$ cat config.mk
export PLATFORM = sky130hd
export DESIGN_NAME = fifo_wr_arbiter
export DESIGN_NICKNAME = d
export VERILOG_FILES = /design/src/rtl/fifo_wr_arbiter.sv
export SDC_FILE = /design/constraint.sdc
export NUM_CORES = 1
export LEC_CHECK = 0
export ABC_AREA = 1
export BUFFER_PORTS_ARGS = -buffer_cell sky130_fd_sc_hd__buf_2
export CORE_MARGIN = 2
export CORE_UTILIZATION = 54
export DETAILED_ROUTE_END_ITERATION = 8
export PLACE_DENSITY = 0.84
export SLEW_MARGIN = 10
export SYNTH_ARGS = -nofsm -noshare
export SYNTH_HDL_FRONTEND = slang
export SYNTH_SLANG_ARGS = --single-unit
$ cat constraint.sdc
create_clock -name clk -period 3.2 [get_ports clk]
set_clock_uncertainty 0.05 [all_clocks]
set_input_delay 0.64 -clock clk [delete_from_list [all_inputs] [get_ports clk]]
set_output_delay 0.64 -clock clk [all_outputs]
set_load 0.005 [all_outputs]
$ cat src/rtl/fifo_wr_arbiter.sv
// Round-robin, burst-locked arbiter sharing one FIFO write port among NREQ producers.
// state  | meaning
// IDLE   | no owner; arbitrate as soon as any requester is valid
// BURST  | grant_id owns the FIFO port until last, BURST_MAX beats or idle timeout
module fifo_wr_arbiter #(
    parameter int WIDTH        = 4,
    parameter int NREQ         = 4,
    parameter int BURST_MAX    = 4,
    parameter int IDLE_TIMEOUT = 8
) (
    input  logic                      clk,
    input  logic                      reset,
    input  logic [NREQ-1:0]           req_valid,
    input  logic [NREQ-1:0]           req_last,
    input  logic [NREQ*WIDTH-1:0]     req_data,
    output logic [NREQ-1:0]           req_ready,
    input  logic                      fifo_full,
    output logic                      fifo_w_en,
    output logic [WIDTH-1:0]          fifo_din,
    output logic [$clog2(NREQ)-1:0]   grant_id,
    output logic                      busy
);
    localparam int IW = $clog2(NREQ);
    localparam int BW = $clog2(BURST_MAX + 1);
    localparam int TW = $clog2(IDLE_TIMEOUT + 1);

    localparam logic [0:0] S_IDLE  = 1'b0;
    localparam logic [0:0] S_BURST = 1'b1;

    logic [0:0]    state;
    logic [IW-1:0] rr_ptr;
    logic [BW-1:0] beat_cnt;
    logic [TW-1:0] idle_cnt;

    logic          in_burst;
    logic          g_valid;
    logic          g_last;
    logic          accept;
    logic          idle_tick;
    logic          beat_end;
    logic          timeout_end;
    logic          burst_end;
    logic [IW-1:0] next_ptr;
    logic [IW-1:0] arb_ptr;
    logic [NREQ-1:0] arb_valid;
    logic          win_found;
    logic [IW-1:0] win_id;

    assign in_burst    = (state == S_BURST);
    assign busy        = in_burst;
    assign g_valid     = req_valid[grant_id];
    assign g_last      = req_last[grant_id];
    assign accept      = in_burst & g_valid & ~fifo_full;
    assign idle_tick   = in_burst & ~g_valid & ~fifo_full;
    assign beat_end    = accept & (g_last | ((beat_cnt + BW'(1)) == BW'(BURST_MAX)));
    assign timeout_end = idle_tick & (idle_cnt == TW'(IDLE_TIMEOUT - 1));
    assign burst_end   = beat_end | timeout_end;
    assign next_ptr    = (grant_id == IW'(NREQ - 1)) ? '0 : grant_id + IW'(1);

    // At burst end the outgoing owner is masked so it must wait one full pass.
    always_comb begin
        arb_ptr   = rr_ptr;
        arb_valid = req_valid;
        if (in_burst) begin
            arb_ptr             = next_ptr;
            arb_valid[grant_id] = 1'b0;
        end
    end

    always_comb begin
        int s;
        logic [IW-1:0] idx;
        win_found = 1'b0;
        win_id    = '0;
        for (int k = NREQ - 1; k >= 0; k--) begin
            s = int'(arb_ptr) + k;
            if (s >= NREQ) s = s - NREQ;
            idx = IW'(s);
            if (arb_valid[idx]) begin
                win_found = 1'b1;
                win_id    = idx;
            end
        end
    end

    always_comb begin
        req_ready = '0;
        if (in_burst && !fifo_full) req_ready[grant_id] = 1'b1;
        fifo_w_en = accept;
        fifo_din  = accept ? req_data[int'(grant_id)*WIDTH +: WIDTH] : '0;
    end

    always_ff @(posedge clk or negedge reset) begin
        if (!reset) begin
            state    <= S_IDLE;
            rr_ptr   <= '0;
            grant_id <= '0;
            beat_cnt <= '0;
            idle_cnt <= '0;
        end else begin
            case (state)
                S_IDLE: begin
                    if (win_found) begin
                        grant_id <= win_id;
                        beat_cnt <= '0;
                        idle_cnt <= '0;
                        state    <= S_BURST;
                    end
                end
                S_BURST: begin
                    if (burst_end) begin
                        rr_ptr   <= next_ptr;
                        beat_cnt <= '0;
                        idle_cnt <= '0;
                        if (win_found) grant_id <= win_id;
                        else           state    <= S_IDLE;
                    end else if (accept) begin
                        beat_cnt <= beat_cnt + BW'(1);
                        idle_cnt <= '0;
                    end else if (idle_tick) begin
                        idle_cnt <= idle_cnt + TW'(1);
                    end
                end
                default: state <= S_IDLE;
            endcase
        end
    end
endmodule

==> results of run 1 <==
## power groups by stage
stage          Sequential, mW  Clock, mW  Combinational, mW
4_1_cts                 0.311     0.0957              0.850
6_report                0.311     0.0947              0.847
2_1_floorplan           0.271          0              0.700
5_1_grt                 0.324      0.103              0.996
3_5_place_dp            0.314          0              0.846
3_3_place_gp            0.313          0              0.837
## path summary, 6_finish.rpt
path	start	to	slack (ns)
hold reg to reg	beat_cnt[1]	beat_cnt[1]	0.47
setup / recovery	grant_id[0]	fifo_din[3]	0.51
hold / removal	reset	rr_ptr[1]	0.17
min in group clk	beat_cnt[1]	beat_cnt[1]	0.47
max in group asynchronous	reset	idle_cnt[0]	2.71
setup reg to reg	grant_id[0]	grant_id[0]	0.80
## kinds of logic after synthesis
logic type,count (synthesis)
AND/OR/NAND/NOR,135
AO/OA/AOI/OAI,28
buffers and inverters,16
flip-flops,12
adder cells (fa/ha/maj),7
XOR/XNOR,2
## routing by layer
layer	routed length, microns	GRT usage (%)
met1	1380	31.8
met2	1340	42.0
met3	94	2.63
met4	47	9.01
met5	0	0
## placed cells by master (no fill, tap or decap), types with 2 or more instances in the layout
cell,Yosys,layout
nand2_1,81,81
inv_1,9,9
nor2_1,24,24
dfrtp_1,12,12
nor2_2,2,2
a21oi_1,4,4
nand3_1,18,18
ha_1,7,7
o21ai_0,20,20
nand4_1,4,4
nand2_2,5,5
inv_2,2,2
clkbuf_4,0,3
buf_2,0,38
## area by class of cell
| type | instances | area, sq um |
|---|---|---|
| multi-input combinational | 172 | 821 |
| fill | 224 | 738 |
| inverter | 11 | 41.3 |
| clock buffer | 3 | 22.5 |
| timing repair buffer | 38 | 190 |
| sequential | 12 | 300 |
| tap | 28 | 35.0 |
## per-stage QoR
| step | hold WS, ns | total power, mW | util [%] | cells | setup WS [ns] |
|---|---|---|---|---|---|
| finish | 0.171 | 1.25 | 65.6 | 264 | 0.513 |
| global route | 0.193 | 1.42 | 65.6 | 264 | 0.325 |
| CTS | 0.181 | 1.26 | 65.6 | 264 | 0.502 |
| detailed placement | 0.462 | 1.16 | 64.6 | 261 | 0.823 |
| global placement | 0.448 | 1.15 | 64.6 | 261 | 0.831 |
| floorplan | 0.294 | 0.971 | - | 200 | 1.12 |
## worst register-to-register path, cell delays in order, from the launching register on
cell and delay, ns:
dfrtp_1 0.68, inv_2 0.23, ha_1 0.38, o21ai_0 0.37, nand2_1 0.09, nand2_1 0.09, nand2_1 0.07, nand3_1 0.11
nand3_1 0.08, nand3_1 0.09, nand2_1 0.05
## registers in the layout, summed over array words and instances, names as in the netlist
name,count
beat_cnt,3
busy,1
grant_id,2
idle_cnt,4
rr_ptr,2
==> flow_summary.json, run 1 <==
{
  "tritoncts": "done",
  "pwr-share-seq_pct": 24.8,
  "power_density_nw_per_um2": 889,
  "yosys.area_share.simple_pct": 46.5,
  "synth_top_family_by_area": "simple AND/OR/NAND/NOR gates",
  "slowest_delay_ns": 0.58,
  "die_h_microns": 51.1,
  "drt_pass1_iterations": 4,
  "cts_setup_buffers": 0,
  "dpl_cell_area_sq_um": 1390,
  "core_area_sq_um": 2150,
  "area.growth.synth_to_final_pct": 17.5,
  "final_antenna_net_count": 0,
  "p_switching_uw": 679,
  "cp.depth": 6,
  "timing.final.hold_violations": 0,
  "ys_seq_elements": 12,
  "synthMuxAreaShare_pct": 0,
  "power.internal_uw": 574,
  "layout-drive-gt1-share_pct": 22.0,
  "wl_per_cell_microns": 10.8,
  "vias_per_cell": 5.04,
  "finalInstanceArea_sq_um": 1410,
  "wirelength_mm": 2.86,
  "root_buffer": "clkbuf_4",
  "yosysWarnings": 0,
  "crit_required_ns": 2.51,
  "worstPathArrival_ns": 2.00,
  "cpMaxStageDelayCell": "dfrtp_1",
  "period_needed_ns": 2.69,
  "fmax_ghz": 0.372,
  "drv_slew": 0,
  "clkTransAtPathRegs_ns": 0.08,
  "vias": 1331,
  "first_iter_violations": 27,
  "switching_share_pct": 54.2,
  "synthFlopType": "dfrtp_1",
  "htreeDepth": 1,
  "dieArea_sq_um": 2620,
  "ys_types": 22,
  "worstHoldPathType": "input port to asynchronous set/reset pin",
  "synth_top_area_cell": "nand2_1",
  "max_cap_violations": 0,
  "die_w_microns": 51.1,
  "num-nets-final": 272,
  "crit_chain": "inv_2, nand2_1, nand3_1, nand4_1, a21oi_1, buf_2",
  "synth_edf_count": 0,
  "clock_latency_ns": 0.28,
  "grt-ovfl-total": 0,
  "synth_compound_area_share_pct": 13.1,
  "critical_path.top_delay_family": "flip-flops",
  "avgSynthCellArea_sq_um": 6.00,
  "yosys.area_share.adder_pct": 7.30,
  "leakagePower_nw": 0.808,
  "end_kind": "primary output",
  "gp_congestion": 0.840,
  "cts_resized": 0,
  "grt_max_degree": 20,
  "synth_common_cells": "nand2_1 (81), nor2_1 (24), o21ai_0 (20), nand3_1 (18), dfrtp_1 (12)",
  "io_pins": 39,
  "vdd_drop_max_uv": 519,
  "dp_hpwl_mm": 2.26,
  "p_comb_share_pct": 67.6,
  "first_global_vias": 1201,
  "status": "complete, no violations",
  "setup_viol": 0,
  "synth_top_area_share_pct": 25.3,
  "route.detailed.drc": 0,
  "antenna_found_initial": 0,
  "relSlewSlack_pct": 56.9,
  "rsz0062_at_grt": "false",
  "synth_cells": 200,
  "clock_sinks": 12,
  "cts_hold_buffers": 0,
  "rr_worst_depth": 10,
  "start_util_pct": 55.9,
  "grt_first_pass_wirelength_mm": 4.89,
  "worstMarginPinSlew_ns": 0.646,
  "io_buffer_count": 38,
  "fin_crit_sh_pct": 84.0,
  "worstSetupPathType": "flip-flop to primary output",
  "path_max_fanout": 18,
  "pwr-share-clk_pct": 7.6,
  "fin_setup_tns_ns": 0,
  "seq_area_frac_synth_pct": 25.0,
  "synthesis.area_sq_um": 1200,
  "crit_path_start_kind": "flip-flop",
  "yosys-top-cells-area": "nand2_1 (25%), dfrtp_1 (25%), o21ai_0 (8.3%)",
  "rows": 17,
  "cts_buffers": 3,
  "async_reset_ff_share_pct": 100,
  "yosys.cell_count.top_type": "nand2_1",
  "diodes": 0,
  "crit_buf_inv": 2,
  "synth-xor-area-share_pct": 1.46,
  "grt_use_total_pct": 24.5,
  "syn_nets": 234,
  "clockBufferDepth": 2
}
Note: power is estimated with default switching activity, not from simulation.
==> run 2: changes to the inputs <==
CORE_UTILIZATION = 46   (was 54)
PLACE_DENSITY = 0.76   (was 0.84)
clock period = 2.43 ns   (was 3.2 ns; I/O delays follow)
==> run 2 against run 1 <==
- power increased by 38%
- clock power rose by 74%
- first-iteration DRC count shrank 3.7%
- count of clock-buffer cells in the layout is 1 higher
- combinational power is 42% higher
- wire length up 0.14%
- global-route usage fell by 4.3 points
- register-to-register slack worse by 0.49 ns
- critical endpoint is now fifo_din[0]
- die area is 16% higher
- critical path type unchanged
- worst hold slack got worse by 0.15 ns
- cell count grew 2.7%
- sequential power up 19%
==> flow_summary.json, run 2 (synthesis results as in run 1) <==
{
  "cpMaxStageDelayCell": "dfrtp_1",
  "clkTransAtPathRegs_ns": 0.08,
  "first_iter_violations": 26,
  "htreeDepth": 1,
  "final_antenna_net_count": 0,
  "crit_required_ns": 1.89,
  "timing.final.hold_violations": 0,
  "io_buffer_count": 38,
  "root_buffer": "clkbuf_4",
  "cts_buffers": 3,
  "dpl_cell_area_sq_um": 1410,
  "die_h_microns": 55.1,
  "tritoncts": "done",
  "layout-drive-gt1-share_pct": 23.7,
  "leakagePower_nw": 0.834,
  "io_pins": 39,
  "clock_latency_ns": 0.28,
  "worstMarginPinSlew_ns": 0.551,
  "fin_setup_tns_ns": 0,
  "end_kind": "primary output",
  "final_common_cell": "nand2_1",
  "antenna_found_initial": 0,
  "clock_sinks": 12,
  "grt_first_pass_wirelength_mm": 4.44,
  "vdd_drop_max_uv": 634,
  "dieArea_sq_um": 3030,
  "period_needed_ns": 2.22,
  "gp_congestion": 0.818,
  "start_util_pct": 48.4,
  "reg_top3": "idle_cnt: 4 flops, beat_cnt: 3 flops",
  "die_w_microns": 55.1,
  "worstHoldPathType": "input port to asynchronous set/reset pin",
  "power_density_nw_per_um2": 1190,
  "vias_per_cell": 4.99,
  "area.growth.synth_to_final_pct": 21.4,
  "fmax_ghz": 0.450,
  "critical_path.top_delay_family": "buffers and inverters",
  "worstSetupPathType": "flip-flop to primary output",
  "grt-ovfl-total": 0,
  "first_global_vias": 1071,
  "clockBufferDepth": 2,
  "mostFrequentLayoutCells": "nand2_1 (81), buf_2 (38), nor2_1 (24)",
  "path_max_fanout": 16,
  "dp_hpwl_mm": 2.28,
  "p_total_mw": 1.73,
  "crit_buf_inv": 3,
  "route.detailed.drc": 0,
  "setup_viol": 0,
  "status": "complete, no violations",
  "finalInstanceArea_sq_um": 1460,
  "crit_chain": "inv_2, nand2_1, nand3_1, nand4_1, buf_4, a21oi_1, buf_2",
  "nFillCells": 256,
  "rows": 18,
  "crit_path_start_kind": "flip-flop",
  "wirelength_mm": 2.86,
  "drt_pass1_iterations": 4,
  "worstPathArrival_ns": 1.68,
  "vias": 1353,
  "drv_slew": 0,
  "slowest_delay_ns": 0.47,
  "fin_crit_sh_pct": 91.4,
  "regMostFlops": "idle_cnt",
  "rsz0062_at_grt": "false",
  "grt_max_degree": 17,
  "fin_util_pct": 58.8,
  "grt_use_total_pct": 20.2,
  "wl_per_cell_microns": 10.6,
  "num-nets-final": 276,
  "core_area_sq_um": 2480,
  "diodes": 0,
  "largest_reg_flops": 4,
  "relSlewSlack_pct": 63.2,
  "max_cap_violations": 0
}
## run 2: cell types whose count changed in the layout (fill, tap and decap cells not counted), sizes merged
cell    previous run  this run
clkbuf             3         4
buf               38        42
## run 2: worst paths after layout
path	start	endpoint	slack, ns	depth (start not counted)
hold / removal	reset	beat_cnt[2]	0.02	1
setup reg to reg	grant_id[0]	idle_cnt[3]	0.31	11
setup / recovery	grant_id[0]	fifo_din[0]	0.21	7
min in group clk	beat_cnt[2]	beat_cnt[2]	0.47	2
hold reg to reg	beat_cnt[2]	beat_cnt[2]	0.47	2
max in group asynchronous	reset	rr_ptr[0]	2.08	1
## run 2: cell type report
class / instances / area [sq um] / area share [%]
clock buffers: 4 / 36.3 / 2.49
inverters: 11 / 41.3 / 2.84
multi-input cells: 172 / 821 / 56.4
flip-flops and latches: 12 / 300 / 20.6
well taps: 30 / 37.5 / 2.58
repair buffers: 42 / 220 / 15.1
## run 2: report_power, final
group | switching [mW] | internal (mW) | total [mW]
registers | 0.0890 | 0.280 | 0.369
logic | 0.748 | 0.449 | 1.20
clock network | 0.0736 | 0.0912 | 0.165
total | 0.911 | 0.820 | 1.73
## run 2: routing by layer
metal / share of wire, % / track usage [%]
met1: 48 / 26.4
met2: 47 / 34.1
met3: 4.4 / 4.84
met4: 1.2 / 3.66
met5: 0 / 0
## run 2: per-stage QoR
stage	worst slack, ns	hold WS [ns]	cells
after floorplan	0.351	0.140	200
after global placement	0.257	0.333	266
after detailed placement	0.253	0.337	266
after CTS	0.0921	0.0297	270
after global routing	0.0329	0.0328	271
final	0.210	0.0227	271
## run 2: what timing repair did
item / CTS / global route
setup buffers: 0 / 1
hold buffers: 0 / 0
endpoints found under the setup margin: 0 / 5
gates resized for setup: 0 / 1
## run 2: worst register-to-register path: stages, from the launching register on
cell,delay [ns]
dfrtp_1,0.47
inv_2,0.24
ha_1,0.18
nand2_1,0.06
nand2_1,0.11
inv_1,0.05
o21ai_0,0.24
nand2_1,0.13
nor2_2,0.17
nand2_2,0.09
nand2_2,0.11
o21ai_0,0.10
==> run 3: changes to the inputs <==
SETUP_SLACK_MARGIN = 0.5   (was default)
==> run 3 against run 2 <==
- fmax up 12%
- power up 17%
- via count up 11%
- worst hold slack better by 0.00066 ns
- first-iteration DRC count up 19%
- wire length up 20%
- cell count up 4.8%
- highest routed layer unchanged
==> flow_summary.json, run 3 (synthesis results as in run 1) <==
{
  "start_util_pct": 48.4,
  "die_w_microns": 55.1,
  "clock_sinks": 12,
  "period_needed_ns": 1.97,
  "final_common_cell": "nand2_1",
  "wl_per_cell_microns": 12.1,
  "dieArea_sq_um": 3030,
  "path_max_fanout": 6,
  "diodes": 0,
  "fin_util_pct": 66.6,
  "end_kind": "primary output",
  "drv_slew": 0,
  "grt-ovfl-total": 0,
  "core_area_sq_um": 2480,
  "fin_crit_sh_pct": 81.2,
  "area.growth.synth_to_final_pct": 37.4,
  "tritoncts": "done",
  "setup_viol": 0,
  "crit_required_ns": 1.89,
  "crit_path_start_kind": "flip-flop",
  "root_buffer": "clkbuf_4",
  "cts_buffers": 3,
  "layout-drive-gt1-share_pct": 35.4,
  "io_buffer_count": 38,
  "worstHoldPathType": "input port to asynchronous set/reset pin",
  "timing.final.hold_violations": 0,
  "fmax_ghz": 0.507,
  "pwr-share-clk_pct": 6.1,
  "power.internal_uw": 965,
  "first_iter_violations": 31,
  "antenna_found_initial": 0,
  "route.detailed.drc": 0,
  "max_cap_violations": 0,
  "vdd_drop_max_uv": 645,
  "pwr-share-seq_pct": 18.2,
  "mostFrequentLayoutCells": "nand2_1 (73), buf_2 (38), nor2_1 (23)",
  "clkTransAtPathRegs_ns": 0.07,
  "status": "complete, no violations",
  "grt_use_total_pct": 22.3,
  "relSlewSlack_pct": 80.4,
  "rows": 18,
  "clock_latency_ns": 0.27,
  "largest_reg_flops": 4,
  "leakagePower_nw": 0.924,
  "regMostFlops": "idle_cnt",
  "p_switching_mw": 1.05,
  "die_h_microns": 55.1,
  "grt_first_pass_wirelength_mm": 4.97,
  "grt_max_degree": 14,
  "fin_setup_tns_ns": 0,
  "switching_share_pct": 52.2,
  "p_total_mw": 2.02,
  "htreeDepth": 1,
  "dp_hpwl_mm": 2.35,
  "rsz0062_at_grt": "true",
  "worstSetupPathType": "flip-flop to primary output",
  "worstPathArrival_ns": 1.44,
  "num-nets-final": 290,
  "power_density_nw_per_um2": 1220,
  "vias_per_cell": 5.27,
  "io_pins": 39,
  "vias": 1497,
  "gp_congestion": 0.796,
  "first_global_vias": 1214,
  "clockBufferDepth": 2,
  "worstMarginPinSlew_ns": 0.292,
  "wirelength_mm": 3.43,
  "reg_top3": "idle_cnt: 4 flops, beat_cnt: 3 flops",
  "drt_pass1_iterations": 4,
  "final_antenna_net_count": 0,
  "p_comb_share_pct": 75.7
}
-- run 3: changes by cell type in the layout (fill, tap and decap cells not counted), sizes merged --
cell    before  now
buf         42   56
clkbuf       4    3
-- run 3: area by class of cell --
| type | instances | area, sq um |
|---|---|---|
| repair buffers | 56 | 344 |
| fillers | 231 | 828 |
| well taps | 30 | 37.5 |
| clock buffers | 3 | 22.5 |
| flip-flops and latches | 12 | 302 |
| multi-input cells | 172 | 900 |
| inverters | 11 | 43.8 |
-- run 3: layer usage --
| layer | track usage, % | share of wire, % | up-vias |
|---|---|---|---|
| li1 | - | - | 758 |
| met1 | 29.1 | 46 | 681 |
| met2 | 37.9 | 49 | 54 |
| met3 | 5.38 | 4.9 | 4 |
| met4 | 3.66 | 0.58 | 0 |
| met5 | 0 | 0 | - |
-- run 3: power groups by stage --
stage / Sequential, mW / Clock (mW) / Combinational, mW
finish: 0.368 / 0.122 / 1.53
floorplan: 0.357 / 0 / 0.927
detailed placement: 0.363 / 0 / 1.21
global placement: 0.361 / 0 / 1.20
global route: 0.377 / 0.133 / 1.73
CTS: 0.365 / 0.126 / 1.35
-- run 3: through the flow --
step | hold WS (ns) | cell area (sq um) | instances | worst slack (ns)
6_report | 0.0234 | 1650 | 284 | 0.456
5_1_grt | 0.0360 | 1650 | 284 | 0.384
4_1_cts | 0.0270 | 1540 | 278 | 0.474
3_5_place_dp | 0.327 | 1410 | 266 | 0.461
3_3_place_gp | 0.325 | 1410 | 266 | 0.474
2_1_floorplan | 0.140 | 1200 | 200 | 0.518
-- run 3: final timing paths --
kind | startpoint | end | slack (ns) | cells past startpoint
worst max-delay path | grant_id[0] | fifo_din[3] | 0.46 | 7
worst min-delay path | reset | beat_cnt[2] | 0.02 | 1
worst max register to register | grant_id[0] | grant_id[1] | 0.54 | 12
worst min register to register | beat_cnt[2] | beat_cnt[2] | 0.47 | 2
max in group asynchronous | reset | busy | 2.08 | 1
min in group clk | beat_cnt[2] | beat_cnt[2] | 0.47 | 2
-- run 3: worst max-delay path: stages, from the launching register on --
cell and delay [ns]:
dfrtp_1 0.42, buf_6 0.16, nand2_2 0.05, nand3_2 0.06
nand4_1 0.11, buf_6 0.16, a21oi_2 0.09, buf_2 0.12
-- run 3: timing repair --
item                                    in CTS  in global routing
buffers inserted                             9                  6
endpoints found under the setup margin      13                 16
endpoints found under the hold margin        0                  0
pin swaps                                    5                  5
resized for setup                           14                 27
cloned                                       0                  0
hold buffers                                 0                  0
